## config.mk

```make
export PLATFORM = sky130hd
export DESIGN_NAME = modulo_pc
export DESIGN_NICKNAME = d
export VERILOG_FILES = /design/src/rtl/modulo_pc_pkg.sv /design/src/rtl/modulo_pc_pilha_retorno.sv /design/src/rtl/modulo_pc.sv
export SDC_FILE = /design/constraint.sdc
export NUM_CORES = 1
export LEC_CHECK = 0
export ABC_CLOCK_PERIOD_IN_PS = 8100
export CORE_ASPECT_RATIO = 0.7
export CORE_MARGIN = 8
export CORE_UTILIZATION = 44
export CTS_CLUSTER_SIZE = 28
export DETAILED_ROUTE_END_ITERATION = 8
export GPL_ROUTABILITY_DRIVEN = 1
export GPL_TIMING_DRIVEN = 0
export PLACE_DENSITY_LB_ADDON = 0.12
export SETUP_SLACK_MARGIN = 0.5
export SLEW_MARGIN = 10
export SYNTH_ARGS = -nofsm -noshare
export SYNTH_HDL_FRONTEND = slang
export SYNTH_SLANG_ARGS = --single-unit
```

## constraint.sdc

```tcl
create_clock -name clk -period 8.1 [get_ports clk]
set_clock_uncertainty 0.2 [all_clocks]
set_input_delay 2.43 -clock clk [delete_from_list [all_inputs] [get_ports clk]]
set_output_delay 2.43 -clock clk [all_outputs]
set_load 0.01 [all_outputs]
```

## src/rtl/modulo_pc_pkg.sv

```systemverilog
// Shared PC definitions: default address width, reset PC, stack sizing helper and PC action decode.
// Imported by the PC register, the return stack and the neighbouring fetch logic.
package modulo_pc_pkg;

    localparam int ADDR_WIDTH_PAD = 13;
    localparam int PC_RESET_PAD   = 0;
    localparam int PILHA_PROF_PAD = 8;

    typedef enum logic [2:0] {
        ACAO_SEGURA,
        ACAO_PARA,
        ACAO_SEGUE,
        ACAO_RETORNA,
        ACAO_CHAMA
    } acao_e;

    // One extra bit so "full" (pointer == depth) is distinct from "empty".
    function automatic int largura_ptr(input int prof);
        return $clog2(prof) + 1;
    endfunction

endpackage

```

## src/rtl/modulo_pc_pilha_retorno.sv

```systemverilog
// Return-address LIFO with a combinational top; pop beats push in the same cycle.
// Push on full and pop on empty are silently ignored.
module pilha_retorno
    import modulo_pc_pkg::*;
#(
    parameter int LARGURA = ADDR_WIDTH_PAD,
    parameter int PROF    = PILHA_PROF_PAD
) (
    input  logic               clk,
    input  logic               rst,
    input  logic               push,
    input  logic               pop,
    input  logic [LARGURA-1:0] dado,
    output logic [LARGURA-1:0] topo,
    output logic               vazia,
    output logic               cheia
);

    localparam int PW = largura_ptr(PROF);

    logic [PW-1:0]      ptr_q, ptr_d;
    logic [LARGURA-1:0] mem_q [PROF];
    logic [PW-2:0]      idx_push, idx_topo;
    logic               pop_ok, push_ok;

    assign vazia    = (ptr_q == '0);
    assign cheia    = (ptr_q == PW'(PROF));
    assign idx_push = ptr_q[PW-2:0];
    assign idx_topo = idx_push - (PW-1)'(1);
    assign topo     = mem_q[idx_topo];
    assign pop_ok   = pop && !vazia;
    assign push_ok  = push && !pop && !cheia;

    always_comb begin
        ptr_d = ptr_q;
        if (pop_ok) begin
            ptr_d = ptr_q - PW'(1);
        end else if (push_ok) begin
            ptr_d = ptr_q + PW'(1);
        end
    end

    always_ff @(posedge clk) begin
        if (rst) begin
            ptr_q <= '0;
        end else begin
            ptr_q <= ptr_d;
        end
    end

    // Contents are don't-care after reset, so the array carries no reset.
    always_ff @(posedge clk) begin
        if (push_ok) begin
            mem_q[idx_push] <= dado;
        end
    end

endmodule

```

## src/rtl/modulo_pc.sv

```systemverilog
// Program counter with stall, sticky halt and hardware call/return stack; one-cycle registered output.
// Optional PC_PILHA_ERRO_EN adds a sticky erro_pilha flag that halts the PC after a stack over/underflow.
module modulo_pc
    import modulo_pc_pkg::*;
#(
    parameter int ADDR_WIDTH = ADDR_WIDTH_PAD,
    parameter int PILHA_PROF = PILHA_PROF_PAD,
    parameter int PC_RESET   = PC_RESET_PAD
) (
    input  logic                  clk,
    input  logic                  rst,
    input  logic [ADDR_WIDTH-1:0] novo_endereco,
    input  logic                  habilita,
    input  logic                  chamada,
    input  logic                  retorno,
    input  logic                  halt,
    output logic [ADDR_WIDTH-1:0] pc_atual,
`ifdef PC_PILHA_ERRO_EN
    output logic                  erro_pilha,
`endif
    output logic                  parado,
    output logic                  pilha_vazia,
    output logic                  pilha_cheia
);

    logic [ADDR_WIDTH-1:0] pc_q, pc_d;
    logic                  parado_q, parado_d;
    logic [ADDR_WIDTH-1:0] topo;
    logic                  erro_ativo;
    acao_e                 acao;

`ifdef PC_PILHA_ERRO_EN
    logic erro_q, erro_d;

    // Only accepted cycles can raise the error; underflow decodes as SEGUE with retorno set.
    assign erro_d     = erro_q || (acao == ACAO_SEGUE && retorno)
                               || (acao == ACAO_CHAMA && pilha_cheia);
    assign erro_ativo = erro_q;
    assign erro_pilha = erro_q;

    always_ff @(posedge clk) begin
        if (rst) begin
            erro_q <= 1'b0;
        end else begin
            erro_q <= erro_d;
        end
    end
`else
    assign erro_ativo = 1'b0;
`endif

    always_comb begin
        acao = ACAO_SEGURA;
        if (parado_q) begin
            acao = ACAO_SEGURA;
        end else if (halt || erro_ativo) begin
            acao = ACAO_PARA;
        end else if (!habilita) begin
            acao = ACAO_SEGURA;
        end else if (retorno) begin
            acao = pilha_vazia ? ACAO_SEGUE : ACAO_RETORNA;
        end else if (chamada) begin
            acao = ACAO_CHAMA;
        end else begin
            acao = ACAO_SEGUE;
        end
    end

    always_comb begin
        pc_d     = pc_q;
        parado_d = parado_q;
        case (acao)
            ACAO_PARA:               parado_d = 1'b1;
            ACAO_RETORNA:            pc_d     = topo;
            ACAO_SEGUE, ACAO_CHAMA:  pc_d     = novo_endereco;
            default:                 pc_d     = pc_q;
        endcase
    end

    always_ff @(posedge clk) begin
        if (rst) begin
            pc_q     <= ADDR_WIDTH'(PC_RESET);
            parado_q <= 1'b0;
        end else begin
            pc_q     <= pc_d;
            parado_q <= parado_d;
        end
    end

    pilha_retorno #(
        .LARGURA (ADDR_WIDTH),
        .PROF    (PILHA_PROF)
    ) u_pilha (
        .clk   (clk),
        .rst   (rst),
        .push  (acao == ACAO_CHAMA),
        .pop   (acao == ACAO_RETORNA),
        .dado  (pc_q + ADDR_WIDTH'(1)),
        .topo  (topo),
        .vazia (pilha_vazia),
        .cheia (pilha_cheia)
    );

    assign pc_atual = pc_q;
    assign parado   = parado_q;

endmodule

```

After elaboration in Yosys (flattened, before gate mapping)
Memories as Yosys holds them, arrays and structs flattened.
Index checks and enable logic that the tools add are counted.
Operators by class
  muxes and demuxes: 11
  equality and inequality tests: 5
  add/subtract/negate cells: 4
  reduce and logical (&&, ||, !) cells: 10
Operators by type and width (number)
  13-bit case mux with 2 select lines: 1
  3-bit 2-to-1 mux: 5
  13-bit by 1-bit adder with 13-bit output, second input constant: 1
  4-bit 2-to-1 mux: 2
  3-bit by 2-bit equality test with 1-bit output, second input constant: 2
  4-bit by 1-bit adder with 4-bit output, second input constant: 1
  4-bit equality test, second input constant: 1
  4-bit logical NOT: 1
  2-bit nonzero test: 2
  4-bit by 1-bit subtractor with 4-bit output, second input constant: 1
  3-bit by 1-bit equality test with 1-bit output, second input constant: 1
  3-bit equality test, second input constant: 1
  1-bit logical AND: 3
  1-bit logical NOT: 3
  1-bit 2-to-1 mux: 3
  3-bit by 1-bit subtractor with 3-bit output, second input constant: 1
  2-bit OR reduction: 1
Storage, ports and cells
  word-level logic and storage cells: 34
  memories: 1
  output and inout bits: 16
  memory bits (writable): 104
  flip-flop bits (word level): 18
Memories
  u_pilha.mem_q: depth 8, bits a word 13, read ports 1, clocked after memory_dff 0, write ports 1, RTL line modulo_pc_pilha_retorno.sv:22  | logic [LARGURA-1:0] mem_q [PROF];

Longest topological paths before layout
  depth in word-level cells: 12
  mapped depth: 11

Modules after synthesis
Synthesis repeated with hierarchy kept, for this count alone.
Second synthesis, totals
  cell total of the unflattened synthesis: 295
  area total of the unflattened synthesis: 5250.0 um^2
Modules (own cells, without submodules)
  pilha_retorno: seq. area each 3203.1 um^2, area each 4370.4 um^2, times used 1, cells each 199
  modulo_pc: seq. area each 280.3 um^2, area each 879.6 um^2, times used 1, cells each 96

Worst setup path after synthesis
No wires, ideal clock.
  path kind: input to register
  start: input halt
  end: memory u_pilha.mem_q[0][0] (netlist bit) (enable)
  path slack: 3.497 ns
  arrival: 4.003 ns
  stages on the path: 4
  data required time: 7.500 ns
  cells stage by stage: nor3b_2 > buf_2 > nand4_1 > nor3_1
On the way
  word-level cells in the longest chain between the ends: 8
  elaborated cells on any way between the ends: 9
Ends and longest elaborated chain
  start, declared: RTL line modulo_pc.sv:16  | input logic halt,
  3-bit 2-to-1 mux *: RTL line modulo_pc.sv:56  | end else if (halt || erro_ativo) begin
  3-bit 2-to-1 mux *: RTL line modulo_pc.sv:54  | if (parado_q) begin
  3-bit by 2-bit equality test with 1-bit output: RTL line modulo_pc.sv:97  | .pop (acao == ACAO_RETORNA),
  1-bit logical NOT: RTL line modulo_pc_pilha_retorno.sv:32  | assign push_ok = push && !pop && !cheia;
  1-bit logical AND * (2 in series): RTL line modulo_pc_pilha_retorno.sv:32
  1-bit 2-to-1 mux *: RTL line modulo_pc_pilha_retorno.sv:53  | if (push_ok) begin
  1-bit 2-to-1 mux (not written as such) *: RTL line modulo_pc_pilha_retorno.sv:54  | mem_q[idx_push] <= dado;
  end, declared: RTL line modulo_pc_pilha_retorno.sv:22
Every way passes the cells marked *; elsewhere a longest branch is shown, timed or not.

Worst setup path after layout
  start: register u_pilha.ptr_q[0]
  end: output pilha_vazia
On the way
  word-level cells in the longest chain between the ends: 1
Ends and longest elaborated chain
  start, declared: RTL line modulo_pc_pilha_retorno.sv:21  | logic [PW-1:0] ptr_q, ptr_d;
  start signal, assigned: RTL line modulo_pc_pilha_retorno.sv:47  | ptr_q <= ptr_d;
  4-bit logical NOT: RTL line modulo_pc_pilha_retorno.sv:26  | assign vazia = (ptr_q == '0);
  end, declared: RTL line modulo_pc.sv:22  | output logic pilha_vazia,
No other way between the ends.

==> results.sh <==
export IMPL_syn_inst=312
export IMPL_drc=0
export IMPL_finalCritPeriodShare=0.637
export IMPL_endpoint_kind="primary output"
export IMPL_clk_pin_slew_worst_paths_ps=50
export IMPL_cp_cell_sequence="buf_2 > inv_1 > ha_1 > or3b_4 > inv_1 > clkdlybuf4s50_1"
export IMPL_rsz0062_at_grt="no"
export IMPL_ys_flop_type="edfxtp_1"
export IMPL_vias_per_cell=5.64
export IMPL_antenna_cells=0
export IMPL_via_count=3021
export IMPL_final_nets=392
export IMPL_die_y_um=106
export IMPL_die_w_um=144
export IMPL_io_buffers=34
export IMPL_synthDistinctLibCells=38
export IMPL_worst_setup_path_type="reg -> out"
export IMPL_fin_ws_ps=2940
export IMPL_initial_core_util=0.455
export IMPL_finalSetupViolCount=0
export IMPL_hold_viol=0
export IMPL_ys_ff_latch=122
export IMPL_crit_arrival_ps=2530
export IMPL_fin_setup_tns_ps=0
export IMPL_die_area_um2=15300
export IMPL_clk_latency_ps=410
export IMPL_grt_pass1_wl_um=18700
export IMPL_final_util=0.567
export IMPL_cpPeakStageDelay_ps=560
export IMPL_io_pins=35
export IMPL_drive_gt1_frac=0.214
export IMPL_drt_antenna_violating_nets=0
export IMPL_irDropWorstVdd_v=0.000183
export IMPL_gp_congestion=0.823
export IMPL_layout_commonest_cell="edfxtp_1"
export IMPL_leakage_nw=2.11
export IMPL_ctsResizeCount=0
export IMPL_min_path_type="reg -> reg"
export IMPL_rows=32
export IMPL_power_density_nw_per_um2=256
export IMPL_period_minus_slack_ps=5160
export IMPL_antenna_found_initial=0
export IMPL_fp_coreArea_um2=11100
export IMPL_slew_headroom=0.362
export IMPL_cts_root_buf="clkbuf_16"
export IMPL_avgSynthCellArea_um2=16.2
export IMPL_cts_tree="built"
export IMPL_grt_max_degree=17
export IMPL_synth_edf_count=104
export IMPL_h_tree_depth=4
export IMPL_cp_start_kind="flop"
export IMPL_clk_path_buf_depth=2
export IMPL_post_place_ws_ps=2900
export IMPL_cp_slowest_cell="clkdlybuf4s50_1"
export IMPL_cpMostUsedCell="inv_1"
export IMPL_wl_per_cell_um=22.5
export IMPL_firstDrtPassIters=5
export IMPL_syn_to_final_growth_pct=24.5
export IMPL_worstPathMaxFanout=10
export IMPL_cp_data_required_time_ps=5470
export IMPL_drt_initial_drc_count=299
export IMPL_cts_sinks=122
export IMPL_ctsHoldBuffers=0
export IMPL_routed_wl_um=12100
export IMPL_syn_num_nets=334
export IMPL_grt_overflow_total=0
export IMPL_max_freq_ghz=0.194
export IMPL_synth_area_um2=5070
export IMPL_timing_max_cap_violations=0
export IMPL_worst_pin_slew_ps=958
export IMPL_status="complete, no violations"
export IMPL_layout_common_cells="edfxtp_1 (104), clkdlybuf4s50_1 (34), mux4_2 (26)"
export IMPL_hold_ws_ps=332
export IMPL_postCtsSetupRepairBufs=0
export IMPL_cts_inserted_buffers=17
export IMPL_yosysSeqAreaShare=0.687
export IMPL_grt_usage=0.171
export IMPL_yosys_warnings=0
export IMPL_grt_pass1_vias=3093
export IMPL_place_hpwl_um=7990
export IMPL_async_reset_ff_frac=0
export IMPL_slew_viol_final=0
==> layout make-up <==
cell class	instances	area, µm²
well taps	153	191
fillers	921	4820
flip-flops and latches	122	3480
repair buffers	39	400
plain buffers	16	80.1
clock inverters	15	199
inverters	19	71.3
multi-input cells	155	1460
clock buffers	17	425
==> cell families (layout without fill, tap and decap cells) <==
family          count (synthesis)  after routing  synth area share
xor+xnor                       13             13            0.0225
compound gates                 35             35            0.0511
fa+ha+maj                       3              3           0.00740
flops                         122            122             0.687
buf+inv                        35            106            0.0299
mux                            26             26             0.115
simple gates                   78             78            0.0866
==> registers in the layout, summed over array words and instances (netlist names) <==
| register | flops |
|---|---|
| u_pilha.ptr_q | 4 |
| u_pilha.mem_q | 104 |
| parado | 1 |
| pc_atual | 13 |
==> synthesized netlist by cell type (2+ instances only) <==
cell type / n / area [µm²]
a21oi_1: 3 / 15.0
a31oi_1: 13 / 81.3
and2_1: 12 / 75.1
and3_1: 6 / 37.5
buf_2: 8 / 40.0
clkbuf_1: 6 / 22.5
dfxtp_1: 18 / 360
edfxtp_1: 104 / 3120
ha_1: 3 / 37.5
inv_1: 19 / 71.3
mux4_2: 26 / 586
nand2_1: 19 / 71.3
nand3_1: 9 / 45.0
nand4_1: 4 / 25.0
nor2_1: 8 / 30.0
nor3_1: 6 / 30.0
nor3b_1: 2 / 15.0
o21ai_0: 3 / 15.0
o221ai_1: 13 / 114
xnor2_1: 11 / 96.3
xor2_1: 2 / 17.5
==> through the flow <==
step | total power, mW | instance area [µm²] | cells
finish | 1.62 | 6310 | 536
global route | 1.67 | 6310 | 536
CTS | 1.63 | 6310 | 536
detailed placement | 0.840 | 5690 | 504
global placement | 0.837 | 5600 | 499
floorplan | 0.787 | 5070 | 312
==> metal layers <==
metal	track usage	part of all wire	up-vias
met3	0.0554	0.063	24
met1	0.227	0.45	1532
met2	0.258	0.47	107
met4	0.0607	0.019	0
met5	0	0	-
li1	-	-	1358
==> path summary, 6_finish.rpt <==
kind	start	end	slack, ps	cells after the start
setup / recovery	u_pilha.ptr_q[0]	pilha_vazia	2940	6
hold / removal	parado	parado	330	2
setup reg to reg	u_pilha.ptr_q[0]	pc_atual[4]	4940	8
hold reg to reg	parado	parado	330	2
==> report_power, final <==
group	internal, mW	leakage [nW]	total, mW	switching (mW)
clock network	0.514	0.293	0.788	0.274
logic	0.0549	0.716	0.124	0.0689
registers	0.696	1.10	0.705	0.00930
total	1.26	2.11	1.62	0.352
==> worst max-delay path: cells and delay by family, from the launching register on <==
family,cells,cell delay [ps]
fa+ha+maj,1,240
buf+inv,4,1100
flops,1,340
simple gates,1,440
No activity file was read; power rests on OpenSTA's default activity.
